`config.mk`:
```
export PLATFORM = sky130hd
export DESIGN_NAME = c_sel_pipe_adder_flat
export DESIGN_NICKNAME = d
export VERILOG_FILES = /design/src/rtl/c_sel_pipe_adder_pkg.sv /design/src/rtl/c_sel_pipe_adder_if.sv /design/src/rtl/c_sel_seg.sv /design/src/rtl/c_sel_pipe_adder.sv /design/src/flat_wrapper.sv
export SDC_FILE = /design/constraint.sdc
export NUM_CORES = 1
export LEC_CHECK = 0
export BUFFER_PORTS_ARGS = -buffer_cell sky130_fd_sc_hd__buf_4
export CORE_MARGIN = 5
export CORE_UTILIZATION = 25
export DETAILED_ROUTE_END_ITERATION = 10
export PLACE_DENSITY = 0.44
export SLEW_MARGIN = 20
export SYNTH_ARGS = -nofsm -noshare
export SYNTH_HDL_FRONTEND = slang
export SYNTH_SLANG_ARGS = --single-unit
```
`constraint.sdc`:
```
create_clock -name clk -period 2.9 [get_ports clk]
set_clock_uncertainty 0.2 [all_clocks]
set_input_delay 0.145 -clock clk [delete_from_list [all_inputs] [get_ports clk]]
set_output_delay 0.145 -clock clk [all_outputs]
set_load 0.03 [all_outputs]
```
`src/rtl/c_sel_pipe_adder_pkg.sv`:
```
// Shared definitions for the pipelined carry-select adder/subtractor.
package c_sel_pipe_adder_pkg;

  typedef enum logic {
    MODE_ADD = 1'b0,
    MODE_SUB = 1'b1
  } mode_e;

  function automatic int unsigned nseg(input int unsigned width, input int unsigned seg);
    return (seg == 0) ? 0 : width / seg;
  endfunction

  function automatic bit seg_legal(input int unsigned width, input int unsigned seg);
    return (seg != 0) && (width >= seg) && ((width % seg) == 0);
  endfunction

endpackage

```
`src/rtl/c_sel_pipe_adder_if.sv`:
```
// Operand/result bundle with valid/ready handshakes on both sides.
// master: producer of operands and consumer of results; slave: the adder.
interface c_sel_pipe_adder_if #(
  parameter int unsigned WIDTH = 24
) ();
  import c_sel_pipe_adder_pkg::*;

  logic             in_valid;
  logic             in_ready;
  logic [WIDTH-1:0] A;
  logic [WIDTH-1:0] B;
  logic             cin;
  logic             sub;
  logic             out_valid;
  logic             out_ready;
  logic [WIDTH-1:0] S;
  logic             cout;
  logic             ovf;

  modport master (
    output in_valid, A, B, cin, sub, out_ready,
    input  in_ready, out_valid, S, cout, ovf
  );

  modport slave (
    input  in_valid, A, B, cin, sub, out_ready,
    output in_ready, out_valid, S, cout, ovf
  );

endinterface

```
`src/rtl/c_sel_seg.sv`:
```
// One carry-select segment: both carry-in sums precomputed, then selected.
module c_sel_seg #(
  parameter int unsigned SEG = 8
) (
  input  logic [SEG-1:0] a,
  input  logic [SEG-1:0] b,
  input  logic           ci,
  output logic [SEG-1:0] s,
  output logic           co
);

  logic [SEG:0] sum0;
  logic [SEG:0] sum1;

  always_comb begin
    sum0      = {1'b0, a} + {1'b0, b};
    sum1      = {1'b0, a} + {1'b0, b} + {{SEG{1'b0}}, 1'b1};
    {co, s}   = ci ? sum1 : sum0;
  end

endmodule

```
`src/rtl/c_sel_pipe_adder.sv`:
```
// Pipelined carry-select adder/subtractor, one SEG-bit segment per stage.
// Ports: clk, rst (async, active-high), bus (slave side of c_sel_pipe_adder_if).
module c_sel_pipe_adder
  import c_sel_pipe_adder_pkg::*;
#(
  parameter int unsigned WIDTH = 24,
  parameter int unsigned SEG   = 8
) (
  input  logic               clk,
  input  logic               rst,
  c_sel_pipe_adder_if.slave  bus
);

  localparam int unsigned NSEG = nseg(WIDTH, SEG);
  localparam int unsigned MSB  = WIDTH - 1;

  if (!seg_legal(WIDTH, SEG)) begin : g_bad_width
    $error("c_sel_pipe_adder: WIDTH (%0d) must be a nonzero multiple of SEG (%0d)", WIDTH, SEG);
  end

  logic             adv;
  logic [WIDTH-1:0] b_eff;
  logic             cy_eff;

  // Stage k registers: operands (skew), partial result (deskew), carry, valid, signs.
  logic [NSEG-1:0]  vld_q, vld_d, cy_q, cy_d, sa_q, sa_d, sb_q, sb_d;
  logic [WIDTH-1:0] a_q [NSEG];
  logic [WIDTH-1:0] a_d [NSEG];
  logic [WIDTH-1:0] b_q [NSEG];
  logic [WIDTH-1:0] b_d [NSEG];
  logic [WIDTH-1:0] s_q [NSEG];
  logic [WIDTH-1:0] s_d [NSEG];

  // What each stage sees on its input side this cycle.
  logic [NSEG-1:0]  src_vld, src_cy, src_sa, src_sb;
  logic [WIDTH-1:0] src_a [NSEG];
  logic [WIDTH-1:0] src_b [NSEG];
  logic [WIDTH-1:0] src_s [NSEG];

  logic [SEG-1:0]   seg_sum [NSEG];
  logic [NSEG-1:0]  seg_co;

  assign adv          = !vld_q[NSEG-1] || bus.out_ready;
  assign bus.in_ready = adv;

  always_comb begin
    b_eff  = (mode_e'(bus.sub) == MODE_SUB) ? ~bus.B : bus.B;
    cy_eff = (mode_e'(bus.sub) == MODE_SUB) ? ~bus.cin : bus.cin;
  end

  always_comb begin
    src_vld    = '0;
    src_cy     = '0;
    src_sa     = '0;
    src_sb     = '0;
    src_vld[0] = bus.in_valid;
    src_cy[0]  = cy_eff;
    src_sa[0]  = bus.A[MSB];
    src_sb[0]  = b_eff[MSB];
    src_a[0]   = bus.A;
    src_b[0]   = b_eff;
    src_s[0]   = '0;
    for (int unsigned k = 1; k < NSEG; k++) begin
      src_vld[k] = vld_q[k-1];
      src_cy[k]  = cy_q[k-1];
      src_sa[k]  = sa_q[k-1];
      src_sb[k]  = sb_q[k-1];
      src_a[k]   = a_q[k-1];
      src_b[k]   = b_q[k-1];
      src_s[k]   = s_q[k-1];
    end
  end

  for (genvar g = 0; g < NSEG; g++) begin : g_seg
    c_sel_seg #(.SEG(SEG)) u_seg (
      .a  (src_a[g][g*SEG +: SEG]),
      .b  (src_b[g][g*SEG +: SEG]),
      .ci (src_cy[g]),
      .s  (seg_sum[g]),
      .co (seg_co[g])
    );
  end

  // Single advance enable moves the whole pipe or freezes it; bubbles ride along.
  always_comb begin
    vld_d = vld_q;
    cy_d  = cy_q;
    sa_d  = sa_q;
    sb_d  = sb_q;
    for (int unsigned k = 0; k < NSEG; k++) begin
      a_d[k] = a_q[k];
      b_d[k] = b_q[k];
      s_d[k] = s_q[k];
    end
    if (adv) begin
      vld_d = src_vld;
      cy_d  = seg_co;
      sa_d  = src_sa;
      sb_d  = src_sb;
      for (int unsigned k = 0; k < NSEG; k++) begin
        a_d[k]                 = src_a[k];
        b_d[k]                 = src_b[k];
        s_d[k]                 = src_s[k];
        s_d[k][k*SEG +: SEG]   = seg_sum[k];
      end
    end
  end

  always_ff @(posedge clk or posedge rst) begin
    if (rst) begin
      vld_q <= '0;
      cy_q  <= '0;
      sa_q  <= '0;
      sb_q  <= '0;
      for (int unsigned k = 0; k < NSEG; k++) begin
        a_q[k] <= '0;
        b_q[k] <= '0;
        s_q[k] <= '0;
      end
    end else begin
      vld_q <= vld_d;
      cy_q  <= cy_d;
      sa_q  <= sa_d;
      sb_q  <= sb_d;
      for (int unsigned k = 0; k < NSEG; k++) begin
        a_q[k] <= a_d[k];
        b_q[k] <= b_d[k];
        s_q[k] <= s_d[k];
      end
    end
  end

  assign bus.out_valid = vld_q[NSEG-1];
  assign bus.S         = s_q[NSEG-1];
  assign bus.cout      = cy_q[NSEG-1];
  assign bus.ovf       = (sa_q[NSEG-1] == sb_q[NSEG-1]) && (s_q[NSEG-1][MSB] != sa_q[NSEG-1]);

endmodule

```
`src/flat_wrapper.sv`:
```
// flat-port wrapper written by rule: the top's interface ports become plain ports
module c_sel_pipe_adder_flat import c_sel_pipe_adder_pkg::*;
#(
  parameter int unsigned WIDTH = 24,
  parameter int unsigned SEG   = 8
)
  (clk, rst, bus_in_valid, bus_A, bus_B, bus_cin, bus_sub, bus_out_ready, bus_in_ready, bus_out_valid, bus_S, bus_cout, bus_ovf);
  c_sel_pipe_adder_if #(.WIDTH(WIDTH)) bus_i ();
  input  logic clk;
  input  logic rst;
  input wire logic [$bits(bus_i.in_valid)-1:0] bus_in_valid;
  input wire logic [$bits(bus_i.A)-1:0] bus_A;
  input wire logic [$bits(bus_i.B)-1:0] bus_B;
  input wire logic [$bits(bus_i.cin)-1:0] bus_cin;
  input wire logic [$bits(bus_i.sub)-1:0] bus_sub;
  input wire logic [$bits(bus_i.out_ready)-1:0] bus_out_ready;
  output wire logic [$bits(bus_i.in_ready)-1:0] bus_in_ready;
  output wire logic [$bits(bus_i.out_valid)-1:0] bus_out_valid;
  output wire logic [$bits(bus_i.S)-1:0] bus_S;
  output wire logic [$bits(bus_i.cout)-1:0] bus_cout;
  output wire logic [$bits(bus_i.ovf)-1:0] bus_ovf;
  assign bus_i.in_valid = bus_in_valid;
  assign bus_i.A = bus_A;
  assign bus_i.B = bus_B;
  assign bus_i.cin = bus_cin;
  assign bus_i.sub = bus_sub;
  assign bus_i.out_ready = bus_out_ready;
  assign bus_in_ready = bus_i.in_ready;
  assign bus_out_valid = bus_i.out_valid;
  assign bus_S = bus_i.S;
  assign bus_cout = bus_i.cout;
  assign bus_ovf = bus_i.ovf;
  c_sel_pipe_adder #(.WIDTH(WIDTH), .SEG(SEG)) u_core (.clk(clk), .rst(rst), .bus(bus_i));
endmodule
```
; ---- Word level (Yosys, flattened, before mapping)
; Cells that the tools add are included.
[totals]
register_bits = 156
output_inout_bits = 28
[classes]
add_sub_neg = 6
eq_ne = 2
mux = 5
bitwise = 2
n_reduce_logical = 3
[ops]
columns = cell, count
row1 = $add A8 B8 Y9, 3
row2 = $add A9 B1 Y9 const B, 3
row3 = $mux W9, 3
row4 = $mux W24, 1
row5 = $not A24 Y24, 1
row6 = $eq A1 B1 Y1, 1
row7 = $logic_and A1 B1 Y1, 1
row8 = $logic_not A1 Y1, 1
row9 = $logic_or A1 B1 Y1, 1
row10 = $mux W1, 1
row11 = $ne A1 B1 Y1, 1
row12 = $not A1 Y1, 1

; ---- Logic depth before layout (Yosys ltp)
[depth]
ltp_word = 5
ltp_mapped = 13

; ---- Modules after synthesis
; A second synthesis with hierarchy kept.
[unflattened]
hier_cells = 460
hier_area_um2 = 5988.2
[modules_own_cells]
columns = module, n_inst, cells_each, area_per_inst_um2, seq_area_each_um2
row1 = c_sel_pipe_adder, 1, 277, 4505.6, 2602.5
row2 = c_sel_seg, 3, 61, 494.2, 0.0

; ---- Least setup slack after synthesis
; OpenSTA, ideal clock, no wires.
[synth_path]
kind = input-to-reg
from = in bus_sub
to = reg u_core.cy_q[0]
t_arrival_ns = 2.671
required_time_ns = 2.565
path_slack_ns = -0.105
cell_stages = 13
path_buffers = 2
path_cell_list = buf_4 buf_1 xor2_1 ha_1 inv_1 fa_1 inv_1 ha_1 nand2_1 nor4b_2 and3_1 o2111a_1 o31ai_1
[synth_between]
elab_chain_len = 4
[synth_rtl]
columns = element, line_no
row1 = "start, declared", flat_wrapper.sv:15  ; input wire logic [$bits(bus_i.sub)-1:0] bus_sub;
row2 = $mux W24, c_sel_pipe_adder.sv:47  ; b_eff = (mode_e'(bus.sub) == MODE_SUB) ? ~bus.B : bus.B;
row3 = $add A8 B8 Y9, "c_sel_seg.sv:16, c_sel_seg.sv:17"
row4 = $add A9 B1 Y9, c_sel_seg.sv:17  ; sum1 = {1'b0, a} + {1'b0, b} + {{SEG{1'b0}}, 1'b1};
row5 = $mux W9 (*), c_sel_seg.sv:18  ; {co, s} = ci ? sum1 : sum0;
row6 = "end signal, assigned", c_sel_pipe_adder.sv:122  ; cy_q <= cy_d;
row7 = "end, declared", c_sel_pipe_adder.sv:26  ; logic [NSEG-1:0] vld_q, vld_d, cy_q, cy_d, sa_q, sa_d, sb_q, sb_d;
; Mark *: on every way between the ends. The rest lies on a longest branch, timed or not.
; A chain may end at the register's enable or synchronous reset.

; ---- Worst setup path in the final report
[layout_path]
from = reg u_core.a_q[40] in the netlist's numbering
to = reg u_core.cy_q[2]
[layout_between]
elab_chain_len = 3
[layout_rtl]
columns = element, line_no
row1 = "start, declared", c_sel_pipe_adder.sv:27  ; logic [WIDTH-1:0] a_q [NSEG];
row2 = "start signal, assigned by index", c_sel_pipe_adder.sv:126  ; a_q[k] <= a_d[k];
row3 = $add A8 B8 Y9 (*), "c_sel_seg.sv:16, c_sel_seg.sv:17"
row4 = $add A9 B1 Y9, c_sel_seg.sv:17
row5 = $mux W9 (*), c_sel_seg.sv:18
; Marked as above.

==> run metrics <==
status=completed; grt ovf=0; cells after synthesis=648; port bufs=81; Compound-Gate Fraction of Synth Area=11.9%; Bufs on Longest Clock Path=2; RR Startpoint=u_core.a_q[40]$_DFFE_PP0P_; ANT nets after route=0; CTS Buf Count=9; Slew Limit Fails=0; worst skew pair latency=0.36 ns; Inst Count DP=979; Mapped Area=5800 µm²; Hold/Removal Path Class=primary input to flop; Vias/cell=between 4 and 5; Worst setup EP type=flop; DRC violations left=0; clock root cell=clkbuf_16; min Tclk post-route=2.75 ns; WS Path Type=flop to flop; hold_sp=bus_cin; final setup vio count=0; number of max-cap violations=0; post-synthesis sequential area ratio=44.9%; non-filler cells, final=1,029; Final nets=824; top fanout value on the critical path=3; layout cells sized above 1=18.3%; async set-reset flop share out of synthesis=100%; synthesized-area fraction occupied by adder cells=7.08%; ant diodes=0; FF+latch count, synth=104; clock slew seen by the registers of the worst setup and hold paths=0.08 ns; routed len/inst=12.9 µm; Max Clk Rate=between 300 and 400 MHz; I/O pins=82; crit share post-route=94.7%; arrival time at the worst endpoint=between 2 and 3 ns; vias in the first global route=4,343; drt first pass iters=4; Yosys warning total=0; Synth Net Count=733; reg2reg end=u_core.cy_q[2]$_DFFE_PP0P_; ys flop type=dfrtp_1; die area=26,300 µm²; Starting Density=between 20% and 30%; Post-synth EDFFs=0; Final GP Congestion=~0.74; hold worst-path end=u_core.s_q[49]$_DFFE_PP0P_; share of the synthesized area in the top cell type=between 40% and 50%; vias=4,461; CTS tree=done; Reg2Reg Setup Slack=around 0.15 ns; syn_area_per_cell=8.95 µm²; Placement Setup Slack=around 0.052 ns; initial antenna violation count=0; post-synth top area cell=dfrtp_1; VDD IR max=a little under 0.0003 V; top post-synthesis cells by area=dfrtp_1 (45%), nand2_1 (15%), ha_1 (6.0%), xnor2_1 (5.3%), o21ai_0 (3.5%); Core Area=approximately 23,000 µm²; width of the die=162 µm; PnR Total Power=7.13 mW; clk sink count=about 100; PnR worst setup slack=approximately 0.15 ns; Post-Synth Simple-Gate Area=21.6%; Final Hold Fails=0; R2R depth=8; WL final=13,300 µm; Pwr per Cell Area=984 nW/µm²; Die Height=between 150 and 200 µm; Synth Area in XOR/XNOR=~8.3%; largest family of logic cells by synthesized area=simple AND/OR/NAND/NOR gates; slew margin rel.=41.0%; post-detail-place hpwl=9420 µm; crit start category=flop; drt initial violations=129; synth unique cells=57; Leakage=3.40 nW; first-pass GRT wire length=21,900 µm; Hold Path Depth=4; largest net degree at the start of global routing=105; GRT Total Usage=10.3%; standard-cell row count=55; Area growth, synth to finish=25.0%; Worst EP required=2.95 ns; slew at the pin closest to its max-slew limit=0.885 ns; multiplexer share of the synthesized area=0.345%; H-tree depth=3
where the power goes:
group | switching (mW) | internal [mW]
Combinational | 2.05 | 1.48
Clock | 0.614 | 0.601
Sequential | 0.352 | 2.03
stage by stage:
stage               utilization (%)  setup TNS, ns  cell area (µm²)  hold slack (ns)
floorplan                         -              0             5800           0.0575
global placement               29.1              0             6600            0.142
detailed placement             29.1              0             6600            0.145
CTS                            31.8              0             7230           0.0107
global route                   31.9        -0.0126             7250           0.0570
finish                         31.9              0             7250           0.0205
how the worst max path moves through the flow:
stage | end | slack (ns) | start
global placement | u_core.cy_q[2]$_DFFE_PP0P_ | 0.09 | u_core.b_q[40]$_DFFE_PP0P_
floorplan | u_core.cy_q[0]$_DFFE_PP0P_ | 0.10 | bus_sub
global route | u_core.cy_q[2]$_DFFE_PP0P_ | -0.01 | u_core.a_q[40]$_DFFE_PP0P_
finish | u_core.cy_q[2]$_DFFE_PP0P_ | 0.15 | u_core.a_q[40]$_DFFE_PP0P_
detailed placement | u_core.cy_q[2]$_DFFE_PP0P_ | 0.05 | u_core.b_q[40]$_DFFE_PP0P_
CTS | u_core.cy_q[2]$_DFFE_PP0P_ | 0.06 | u_core.b_q[40]$_DFFE_PP0P_
layer usage:
metal / global-route usage (%) / vias up / wire length [µm]
met5: 0 / - / 0
met4: 4.15 / 0 / 232
met3: 1.78 / 14 / 446
met2: 15.8 / 56 / 5910
met1: 14.3 / 2076 / 6720
li1: - / 2315 / -
state kept, by name (all words and copies together) (netlist names):
register / count
u_core.a_q: 22
u_core.b_q: 22
u_core.bus.S: 24
u_core.cy_q: 3
u_core.s_q: 24
u_core.sa_q: 3
u_core.sb_q: 3
u_core.vld_q: 3
cells by family after synthesis:
group | Yosys count
compound gates | 104
buf+inv | 61
simple gates | 292
flops | 104
xor+xnor | 54
mux | 2
fa+ha+maj | 31
Yosys cell counts, types with 2 or more instances:
library cell and instances:
nand2_1 231, nand2b_1 3, a21oi_1 16, clkbuf_1 21, and3_1 4, xnor2_1 35, nor2_1 22, inv_1 11
nor3_1 4, a31o_2 2, o21bai_1 3, o31a_1 2, buf_1 2, mux2i_1 2, a21o_1 5, fa_1 3
nand4_1 2, o31ai_1 3, or4_1 2, nor4_1 2, o21a_1 4, o211ai_1 3, o21ai_0 41, xor2_1 18
ha_1 28, nor3b_1 3, and4_1 3, a21o_2 2, buf_4 25, nand3_1 7, dfrtp_1 104, a31oi_1 4
nor4b_2 2, a211oi_1 6
placed cells by master, fill, tap and decap left out, types with 2 or more instances in the layout:
master / count
nand2_1: 230
dfrtp_1: 104
buf_4: 95
o21ai_0: 41
xnor2_1: 35
dlygate4sd3_1: 34
ha_1: 26
nor2_1: 22
xor2_1: 18
a21oi_1: 15
inv_1: 9
clkbuf_16: 9
nand3_1: 7
a21o_1: 5
o21a_1: 4
a211oi_1: 4
and3_1: 4
nor3_1: 4
a31oi_1: 4
nor3b_1: 3
o21bai_1: 3
nand2b_1: 3
o31ai_1: 3
o211ai_1: 3
and4_1: 3
fa_1: 3
mux2i_1: 2
a211oi_2: 2
nand4_1: 2
nor4b_2: 2
a31o_2: 2
o31a_1: 2
nor4_1: 2
or4_1: 2
clkinvlp_4: 2
a21o_2: 2
ha_2: 2
clkinv_4: 2
inv_8: 2
final cells by class:
type | instances | area (µm²)
Sequential cell | 104 | 2600
Tap cell | 285 | 357
Clock inverter | 7 | 61.3
Timing Repair Buffer | 130 | 1070
Multi-Input combinational cell | 483 | 2880
Inverter | 11 | 45.0
Clock buffer | 9 | 225
Fill cell | 2456 | 15500
worst max-delay path, stage by stage, from the launching register on:
cell and delay, ns:
dfrtp_1 0.39, ha_2 0.20, fa_1 0.49, a211oi_2 0.28
o21bai_1 0.12, a21oi_2 0.19, xor2_1 0.10, or4_1 0.49
and3_1 0.17
timing repair:
item	in CTS	in global routing
buffers inserted	0	0
hold buffers	34	0
resized for setup	0	6
endpoints found under the setup margin	0	2
endpoints found under the hold margin	137	0
Power figures use the tool's default switching activity.
